===== config.mk =====
export PLATFORM = sky130hd
export DESIGN_NAME = pipe_stage_reg
export DESIGN_NICKNAME = d
export VERILOG_FILES = /design/src/rtl/pipe_stage_reg.sv
export SDC_FILE = /design/constraint.sdc
export NUM_CORES = 1
export LEC_CHECK = 0
export CAP_MARGIN = 5
export CORE_MARGIN = 3
export CORE_UTILIZATION = 33
export CTS_CLUSTER_SIZE = 12
export DETAILED_ROUTE_END_ITERATION = 8
export PLACE_DENSITY = 0.92
export SLEW_MARGIN = 5
export SYNTH_ARGS = -nofsm -noshare
export SYNTH_HDL_FRONTEND = slang
export SYNTH_SLANG_ARGS = --single-unit
export TNS_END_PERCENT = 30

===== constraint.sdc =====
create_clock -name i_clk -period 1.2 [get_ports i_clk]
set_input_delay 0.12 -clock i_clk [delete_from_list [all_inputs] [get_ports i_clk]]
set_output_delay 0.12 -clock i_clk [all_outputs]
set_load 0.01 [all_outputs]

===== src/rtl/pipe_stage_reg.sv =====
// -----------------------------------------------------------------------------
// pipe_stage_reg
//   Inter-stage pipeline register (F/D, D/E, E/M, M/W) carrying a flat payload
//   plus a valid bit under hazard-unit stall/flush control. Tracks how many
//   consecutive cycles a valid entry has been held by a stall.
//
//   Edge priority: reset (i_reset = 0) > flush > stall > load.
//
// Optional feature macro: PIPE_STAGE_PERF_EN
//   When defined, adds saturating bubble (flush) and hold (valid stall)
//   performance counters. When undefined, o_bubble_cnt/o_hold_cnt read 0 and
//   the port list is unchanged.
//
// Ports
//   i_clk         clock, rising edge
//   i_reset       synchronous reset, active-low
//   i_stall       hold current contents
//   i_flush       insert a bubble on the next edge (beats i_stall)
//   i_valid_in    upstream stage holds a real instruction
//   i_data_in     upstream payload, DATA_W bits
//   o_valid_out   registered valid
//   o_data_out    registered payload
//   o_stall_cnt   consecutive cycles a valid entry has been held (saturating)
//   o_stall_sat   o_stall_cnt is all-ones
//   o_bubble_cnt  flushes taken (perf build only, else 0)
//   o_hold_cnt    stall cycles with o_valid_out = 1 (perf build only, else 0)
// -----------------------------------------------------------------------------
module pipe_stage_reg #(
    parameter int unsigned        DATA_W      = 32,
    parameter int unsigned        CLEAR_DATA  = 1,
    parameter logic [DATA_W-1:0]  RESET_VAL   = '0,
    parameter int unsigned        STALL_CNT_W = 4,
    parameter int unsigned        PERF_CNT_W  = 32
) (
    input  logic                   i_clk,
    input  logic                   i_reset,
    input  logic                   i_stall,
    input  logic                   i_flush,
    input  logic                   i_valid_in,
    input  logic [DATA_W-1:0]      i_data_in,
    output logic                   o_valid_out,
    output logic [DATA_W-1:0]      o_data_out,
    output logic [STALL_CNT_W-1:0] o_stall_cnt,
    output logic                   o_stall_sat,
    output logic [PERF_CNT_W-1:0]  o_bubble_cnt,
    output logic [PERF_CNT_W-1:0]  o_hold_cnt
);

    localparam logic [STALL_CNT_W-1:0] STALL_CNT_MAX = '1;

    logic                   r_valid;
    logic [DATA_W-1:0]      r_data;
    logic [STALL_CNT_W-1:0] r_stall_cnt;

    always_ff @(posedge i_clk) begin
        if (!i_reset) begin
            // Reset always loads RESET_VAL, independent of CLEAR_DATA.
            r_valid     <= 1'b0;
            r_data      <= RESET_VAL;
            r_stall_cnt <= '0;
        end else if (i_flush) begin
            r_valid     <= 1'b0;
            if (CLEAR_DATA != 0) begin
                r_data <= RESET_VAL;
            end
            r_stall_cnt <= '0;
        end else if (i_stall) begin
            // Only a held valid entry ages; a stalled bubble keeps the count at 0.
            if (!r_valid) begin
                r_stall_cnt <= '0;
            end else if (r_stall_cnt != STALL_CNT_MAX) begin
                r_stall_cnt <= r_stall_cnt + 1'b1;
            end
        end else begin
            // Payload is copied even for a bubble so the whole word moves together.
            r_valid     <= i_valid_in;
            r_data      <= i_data_in;
            r_stall_cnt <= '0;
        end
    end

    assign o_valid_out = r_valid;
    assign o_data_out  = r_data;
    assign o_stall_cnt = r_stall_cnt;
    assign o_stall_sat = (r_stall_cnt == STALL_CNT_MAX);

`ifdef PIPE_STAGE_PERF_EN
    localparam logic [PERF_CNT_W-1:0] PERF_CNT_MAX = '1;

    logic [PERF_CNT_W-1:0] r_bubble_cnt;
    logic [PERF_CNT_W-1:0] r_hold_cnt;

    always_ff @(posedge i_clk) begin
        if (!i_reset) begin
            r_bubble_cnt <= '0;
            r_hold_cnt   <= '0;
        end else if (i_flush) begin
            // Flush+stall counts as a bubble only.
            if (r_bubble_cnt != PERF_CNT_MAX) begin
                r_bubble_cnt <= r_bubble_cnt + 1'b1;
            end
        end else if (i_stall && r_valid) begin
            if (r_hold_cnt != PERF_CNT_MAX) begin
                r_hold_cnt <= r_hold_cnt + 1'b1;
            end
        end
    end

    assign o_bubble_cnt = r_bubble_cnt;
    assign o_hold_cnt   = r_hold_cnt;
`else
    assign o_bubble_cnt = '0;
    assign o_hold_cnt   = '0;
`endif

endmodule


==> results.md, run 1 <==
- Max-cap violations: 0
- Starting density of the core: 0.352
- Aggregate global-route resource usage: 0.105
- Non-filler cells, final: 313
- Synth cell types: 20
- EDFF count, synth: 0
- Startpoint class of the critical path: register
- Multiplexer area fraction after synthesis: 0.00582
- Highest-delay cell along the critical path: sky130_fd_sc_hd__dfxtp_2
- Number of global-route vias before repair: 1104
- Cell Pwr Density: 1040 nW/µm²
- Iteration count of the initial detailed-routing pass: 3
- Synth-to-Final Area Change: 38.5%
- Power share of the combinational group: 0.147
- Horizontal extent of the die: 78.2 µm
- Number of rows in the core area: 25
- Int Power: 1.84 mW
- Arrival @ worst endpoint: 1040 ps
- Die area: 6110 µm²
- Library cell used as clock root buffer: sky130_fd_sc_hd__clkbuf_8
- Number of instances in the synthesized netlist: 161
- Sequential share of the synthesized area: 0.431
- Flop pwr share: 0.519
- Hold-fix buffers at CTS: 0
- Post-layout total power: 2.47 mW
- Remaining global-route overflow: 0
- Portion of synthesized cell area occupied by the leading cell type: 0.431
- Core area: 4880 µm²
- Worst Setup Slack, final: 38.4 ps
- Routed wire length: 3570 µm
- Number of setup violations in the final report: 0
- Number of buffers added on ports: 74
- Maximum clock path buffer count: 2
- Switching power share of the total: 0.253
- Fin. Hold Viols: 0
- Count of antenna-violating nets left after detailed routing: 0
- Clock latency reported for the late side of the worst-skew pair: 280 ps
- Highest clock rate: 0.861 GHz
- Synth cell count leaders: sky130_fd_sc_hd__buf_4 (67), sky130_fd_sc_hd__dfxtp_1 (37), sky130_fd_sc_hd__a22o_1 (30), sky130_fd_sc_hd__nor2_1 (5)
- Post-Place Cells: 304
- Half-perimeter wire length after detailed placement: 2820 µm
- Clock slew at the register clock pins of the worst setup and hold paths: 70 ps
- Clock tree sinks: 37
- Critical path, cell by cell: ha_4 > nand3_4 > inv_2 > buf_2
- Post-detailed-placement cell area: 2310 µm²
- Total CTS buffers: 5
- First-pass GRT wire length: 5250 µm
- Wl on met1: 1360 µm
- Class of the most critical setup path: register to output port
- RD Place Congestion: 0.654
- Dominant cells by area after synthesis: sky130_fd_sc_hd__dfxtp_1 (43%), sky130_fd_sc_hd__buf_4 (29%), sky130_fd_sc_hd__a22o_1 (15%)
- Max layer used: met4
- Critical path peak fanout: 3
- Combinational family with the most area after synthesis: buffers and inverters
- FF+latch count, synth: 37
- Pre-CTS setup slack: -205 ps
- Library cell occupying the most area in the post-synthesis netlist: sky130_fd_sc_hd__dfxtp_1
- Tmin final: 1160 ps
- Reg-to-reg critical path startpoint: o_stall_cnt[1]
- Via count: 1228
- Number of design rule violations left after detail routing: 0
- Share of final-layout standard cells stronger than drive strength 1: 0.126
- Wire per inst: 11.4 µm
- Setup slack, reg-to-reg: 90 ps
- Total net switching power: 0.626 mW
- Clk network pwr share: 0.334
- Xor/xnor cell area share of the yosys netlist: 0.00509
- Terminating pin of the worst hold path: o_valid_out
- Total number of nets in the final design: 283
- Unrepaired setup endpoints after global routing: yes
- Share of synthesized registers carrying an async set or reset: 0
- Worst min-delay path category: primary input to register
- Final Instance Area: 2380 µm²
- Share of the synthesized area in compound gates (AO/OA/AOI/OAI): 0.172
- Per-instance average area after synthesis: 10.7 µm²
- End of the worst register-to-register path: o_stall_cnt[2]
- Peak supply drop: 0.000450 V
- Cell with the most instances after synthesis: sky130_fd_sc_hd__buf_4
- Util after Layout: 0.488
- Outcome: finished, final reports clean
- Worst Path Required: 1080 ps
- Adder-cell area share of the yosys netlist: 0.00728
- H-tree depth reported by CTS: 2
- Initial antenna violation count: 0
- Ports: 139
- Number of inserted diodes: 0
- CTS tree: done
- Hold Crit Depth: 3
- Final Slew Violations: 0
- Count of routing violations after the opening detailed-route iteration: 9
- Largest net degree at the start of global routing: 27
- Worst clock skew: 0.469 ps
- Min-Delay Startpoint: i_valid_in
- Leakage power figure: 1.23 nW
- Final clock period utilization by the worst path: 0.968
- Capturing element type of the critical path: output port
- Dominant synthesized flop cell: sky130_fd_sc_hd__dfxtp_1
- DR WL met2: 1770 µm
- Syn. warnings: 0
- Number of cell instances on the worst register-to-register path: 6
- Post-synthesis simple-gate area fraction: 0.0488
- Total length of routed met3 wires: 410 µm
- Slowest cell delay on critical path: 360 ps
- Vertical die dimension: 78.2 µm
- Vias per inst: 3.92
- Synthesized cell area: 1720 µm²
## worst max-delay path by stage
stage / depth (start not counted) / to / startpoint / slack [ps]
detailed placement: 4 / o_stall_sat / o_stall_cnt[0] / -200
global placement: 4 / o_data_out[30] / i_stall / -150
CTS: 4 / o_stall_sat / o_stall_cnt[1] / -160
finish: 4 / o_stall_sat / o_stall_cnt[1] / 40
global route: 4 / o_stall_sat / o_stall_cnt[1] / -10
floorplan: 4 / o_stall_cnt[1] / o_stall_cnt[0] / 80
## repair_timing
item                                    CTS  global route
pin swaps                                 0             1
endpoints found under the setup margin   38             2
resized for setup                        43             7
buffers inserted                          0             1
hold endpoints to repair                  0             0
## metrics by stage
stage | hold slack (ps) | setup TNS [ps]
finish | 373 | 0
global route | 391 | -13.9
CTS | 361 | -165
detailed placement | 453 | -5600
global placement | 455 | -4580
floorplan | 226 | 0
## flip-flops by register name, indices dropped and copies added (netlist names)
| register | count |
|---|---|
| o_data_out | 32 |
| o_valid_out | 1 |
| o_stall_cnt | 4 |
## area by class of cell
class,count,area [µm²]
fill,473,2500
timing repair buffer,85,785
sequential,37,746
multi-input combinational,115,677
tap,67,83.8
clock buffer,5,68.8
clock inverter,3,17.5
inverter,1,3.75
## critical path: cells and delay by family (launching register included)
kind	cells	cell delay, ps
AND/OR/NAND/NOR	1	90
flip-flops	1	360
buffers and inverters	2	160
adder cells (fa/ha/maj)	1	150
## kinds of logic after synthesis
logic type | count (synthesis)
buf+inv | 72
flops | 37
compound gates | 34
simple gates | 14
fa+ha+maj | 1
other cells | 1
xor+xnor | 1
mux | 1
## per-layer routing
metal	vias up	global-route usage
li1	589	-
met1	556	0.122
met2	80	0.177
met3	3	0.0470
met4	0	0.0262
met5	-	0
## power by group through the flow
stage,logic (mW),clock network [mW],registers [mW]
after floorplan,0.318,0,1.33
after global placement,0.377,0,1.31
after detailed placement,0.384,0,1.31
after CTS,0.360,0.875,1.28
after global routing,0.390,0.936,1.29
final,0.362,0.826,1.28
## cells in the final DEF, fill, tap and decap left out, drive strengths merged
cell	count
clkdlybuf4s50	36
nand3	2
a211oi	1
nor3b	1
a31oi	1
xnor2	1
a22o	32
clkinv	2
dfxtp	37
nor3	1
mux2i	1
inv	1
ha	1
conb	64
dlygate4sd2	37
and3b	1
nand2	4
clkinvlp	1
buf	12
clkbuf	5
nor2	5
(Power assumes the default switching activity.)
==> run 2: changes to the inputs <==
ABC_CLOCK_PERIOD_IN_PS = 1200   (was not set)
PLACE_DENSITY = not set   (was 0.92)
PLACE_DENSITY_LB_ADDON = 0.12   (was not set)
TNS_END_PERCENT = not set   (was 30)
==> run 2 against run 1 <==
Against the previous run:
- utilization rose by 1.2 points
- worst hold slack better by 4.2 ps
- clock power is 33% higher
- sequential cell count stayed put
- clock skew barely moved
- highest routed layer unchanged
- fmax increased by 0.82%
- setup slack improved by 9.4 ps
- die area unchanged
- critical endpoint is now o_stall_cnt[1]
- critical path type unchanged
==> results.md, run 2 (synthesis results as in run 1) <==
- Outcome: finished, final reports clean (unchanged)
- Library cell used as clock root buffer: sky130_fd_sc_hd__clkbuf_8 (unchanged)
- Total number of nets in the final design: 285 (was 283)
- Aggregate global-route resource usage: 0.117 (was 0.105)
- Highest clock rate: 0.868 GHz (was 0.861 GHz)
- Via count: 1215 (was 1228)
- Leakage power figure: 1.25 nW (was 1.23 nW)
- Post-detailed-placement cell area: 2340 µm² (was 2310 µm²)
- Number of design rule violations left after detail routing: 0 (unchanged)
- Iteration count of the initial detailed-routing pass: 4 (was 3)
- Critical path peak fanout: 4 (was 3)
- Capturing element type of the critical path: output port (unchanged)
- Total net switching power: 0.619 mW (was 0.626 mW)
- Hold-fix buffers at CTS: 0 (unchanged)
- Final Slew Violations: 0 (unchanged)
- RD Place Congestion: 0.700 (was 0.654)
- Peak supply drop: 0.000714 V (was 0.000450 V)
- Class of the most critical setup path: register to output port (unchanged)
- Die area: 6110 µm² (unchanged)
- Number of setup violations in the final report: 0 (unchanged)
- Routed wire length: 3610 µm (was 3570 µm)
- Worst min-delay path category: primary input to register (unchanged)
- Count of routing violations after the opening detailed-route iteration: 32 (was 9)
- Flop pwr share: 0.467 (was 0.519)
- Number of buffers added on ports: 74 (unchanged)
- Most frequent cells in the layout: sky130_fd_sc_hd__conb_1 (64), sky130_fd_sc_hd__clkdlybuf4s50_1 (36), sky130_fd_sc_hd__dfxtp_1 (35), sky130_fd_sc_hd__dlygate4sd2_1 (35), sky130_fd_sc_hd__a22o_1 (30) (was sky130_fd_sc_hd__conb_1 (64), sky130_fd_sc_hd__dlygate4sd2_1 (37), sky130_fd_sc_hd__clkdlybuf4s50_1 (36))
- Pre-CTS setup slack: -160 ps (was -205 ps)
- Horizontal extent of the die: 78.2 µm (unchanged)
- Initial antenna violation count: 0 (unchanged)
- Clock slew at the register clock pins of the worst setup and hold paths: 70 ps (about the same)
- Fin. Hold Viols: 0 (unchanged)
- Largest net degree at the start of global routing: 26 (was 27)
- Number of global-route vias before repair: 1142 (was 1104)
- Clock latency reported for the late side of the worst-skew pair: 280 ps (about the same)
- Wire per inst: 11.5 µm (was 11.4 µm)
- Clock tree sinks: 37 (unchanged)
- Startpoint class of the critical path: register (unchanged)
- Clk network pwr share: 0.399 (was 0.334)
- Number of inserted diodes: 0 (unchanged)
- Final clock period utilization by the worst path: 0.960 (was 0.968)
- Starting density of the core: 0.352 (unchanged)
- Count of antenna-violating nets left after detailed routing: 0 (unchanged)
- Arrival @ worst endpoint: 1030 ps (was 1040 ps)
- Post-layout total power: 2.75 mW (was 2.47 mW)
- Number of rows in the core area: 25 (unchanged)
- Unrepaired setup endpoints after global routing: yes (unchanged)
- Cell Pwr Density: 1130 nW/µm² (was 1040 nW/µm²)
- Worst clock skew: 0.552 ps (was 0.469 ps)
- Synth-to-Final Area Change: 41.8% (was 38.5%)
- Total CTS buffers: 5 (unchanged)
- Max reg flops: 32 (unchanged)
- Post-CTS Setup Repair Bufs: 0 (unchanged)
- H-tree depth reported by CTS: 2 (unchanged)
- Max-cap violations: 0 (unchanged)
- Ports: 139 (unchanged)
- Power share of the combinational group: 0.134 (was 0.147)
- Core area: 4880 µm² (unchanged)
- Most common library cell in the layout ignoring fill and taps: sky130_fd_sc_hd__conb_1 (unchanged)
- First-pass GRT wire length: 5580 µm (was 5250 µm)
- Maximum clock path buffer count: 2 (unchanged)
- Share of final-layout standard cells stronger than drive strength 1: 0.121 (was 0.126)
- Final Instance Area: 2440 µm² (was 2380 µm²)
- Switching power share of the total: 0.225 (was 0.253)
- Remaining global-route overflow: 0 (unchanged)
- Util after Layout: 0.499 (was 0.488)
- Half-perimeter wire length after detailed placement: 2790 µm (was 2820 µm)
- Worst Path Required: 1080 ps (about the same)
- Int Power: 2.13 mW (was 1.84 mW)
- Vertical die dimension: 78.2 µm (unchanged)
- Worst Setup Slack, final: 47.8 ps (was 38.4 ps)
- Tmin final: 1150 ps (was 1160 ps)
- Vias per inst: 3.86 (was 3.92)
- Filler cells: 481 (was 473)
- CTS tree: done (unchanged)
==> run 2: routing by layer <==
metal / vias to the layer above / global-route usage / wire length, µm
met3: 2 / 0.0654 / 467
met2: 77 / 0.155 / 1530
met1: 539 / 0.153 / 1600
met4: 0 / 0.0524 / 17
met5: - / 0 / 0
li1: 597 / - / -
==> run 2: timing repair <==
| action | CTS | global route |
|---|---|---|
| pin swaps | 0 | 1 |
| hold endpoints to repair | 0 | 0 |
| gates resized for setup | 46 | 4 |
| endpoints found under the setup margin | 38 | 3 |
==> run 2: power by group through the flow <==
stage / sequential [mW] / clock (mW) / combinational [mW]
after detailed placement: 1.31 / 0 / 0.390
after floorplan: 1.33 / 0 / 0.318
after global placement: 1.31 / 0 / 0.389
after CTS: 1.28 / 1.15 / 0.366
final: 1.28 / 1.10 / 0.367
after global routing: 1.29 / 1.21 / 0.399
==> run 2: per-stage QoR <==
step	hold WS [ps]	TNS, ps	instances
2_1_floorplan	226	0	224
3_3_place_gp	456	-4880	307
6_report	377	0	315
3_5_place_dp	457	-5090	307
4_1_cts	364	0	315
5_1_grt	389	-0.0152	315
==> run 2: path summary, 6_finish.rpt <==
| check | start | depth (start not counted) | slack [ps] | to |
|---|---|---|---|---|
| worst max-delay path | o_stall_cnt[1] | 2 | 50 | o_stall_cnt[1] |
| worst min-delay path | i_valid_in | 3 | 380 | o_valid_out |
| worst max register to register | o_stall_cnt[1] | 5 | 180 | o_stall_cnt[1] |
| worst min register to register | o_data_out[22] | 1 | 470 | o_data_out[22] |
==> run 2: area by class of cell <==
cell class	instances	area (µm²)	share of cell area
Clock buffer	7	86.3	0.0354
Clock inverter	1	30.0	0.0123
Inverter	1	3.75	0.00154
Multi-Input combinational cell	115	669	0.275
Sequential cell	37	743	0.305
Tap cell	67	83.8	0.0344
Timing Repair Buffer	87	821	0.337
==> run 2: critical path: stages, from the launching register on <==
cell	delay (ps)
sky130_fd_sc_hd__dfxtp_2	340
sky130_fd_sc_hd__buf_4	140
sky130_fd_sc_hd__dlygate4sd2_1	280
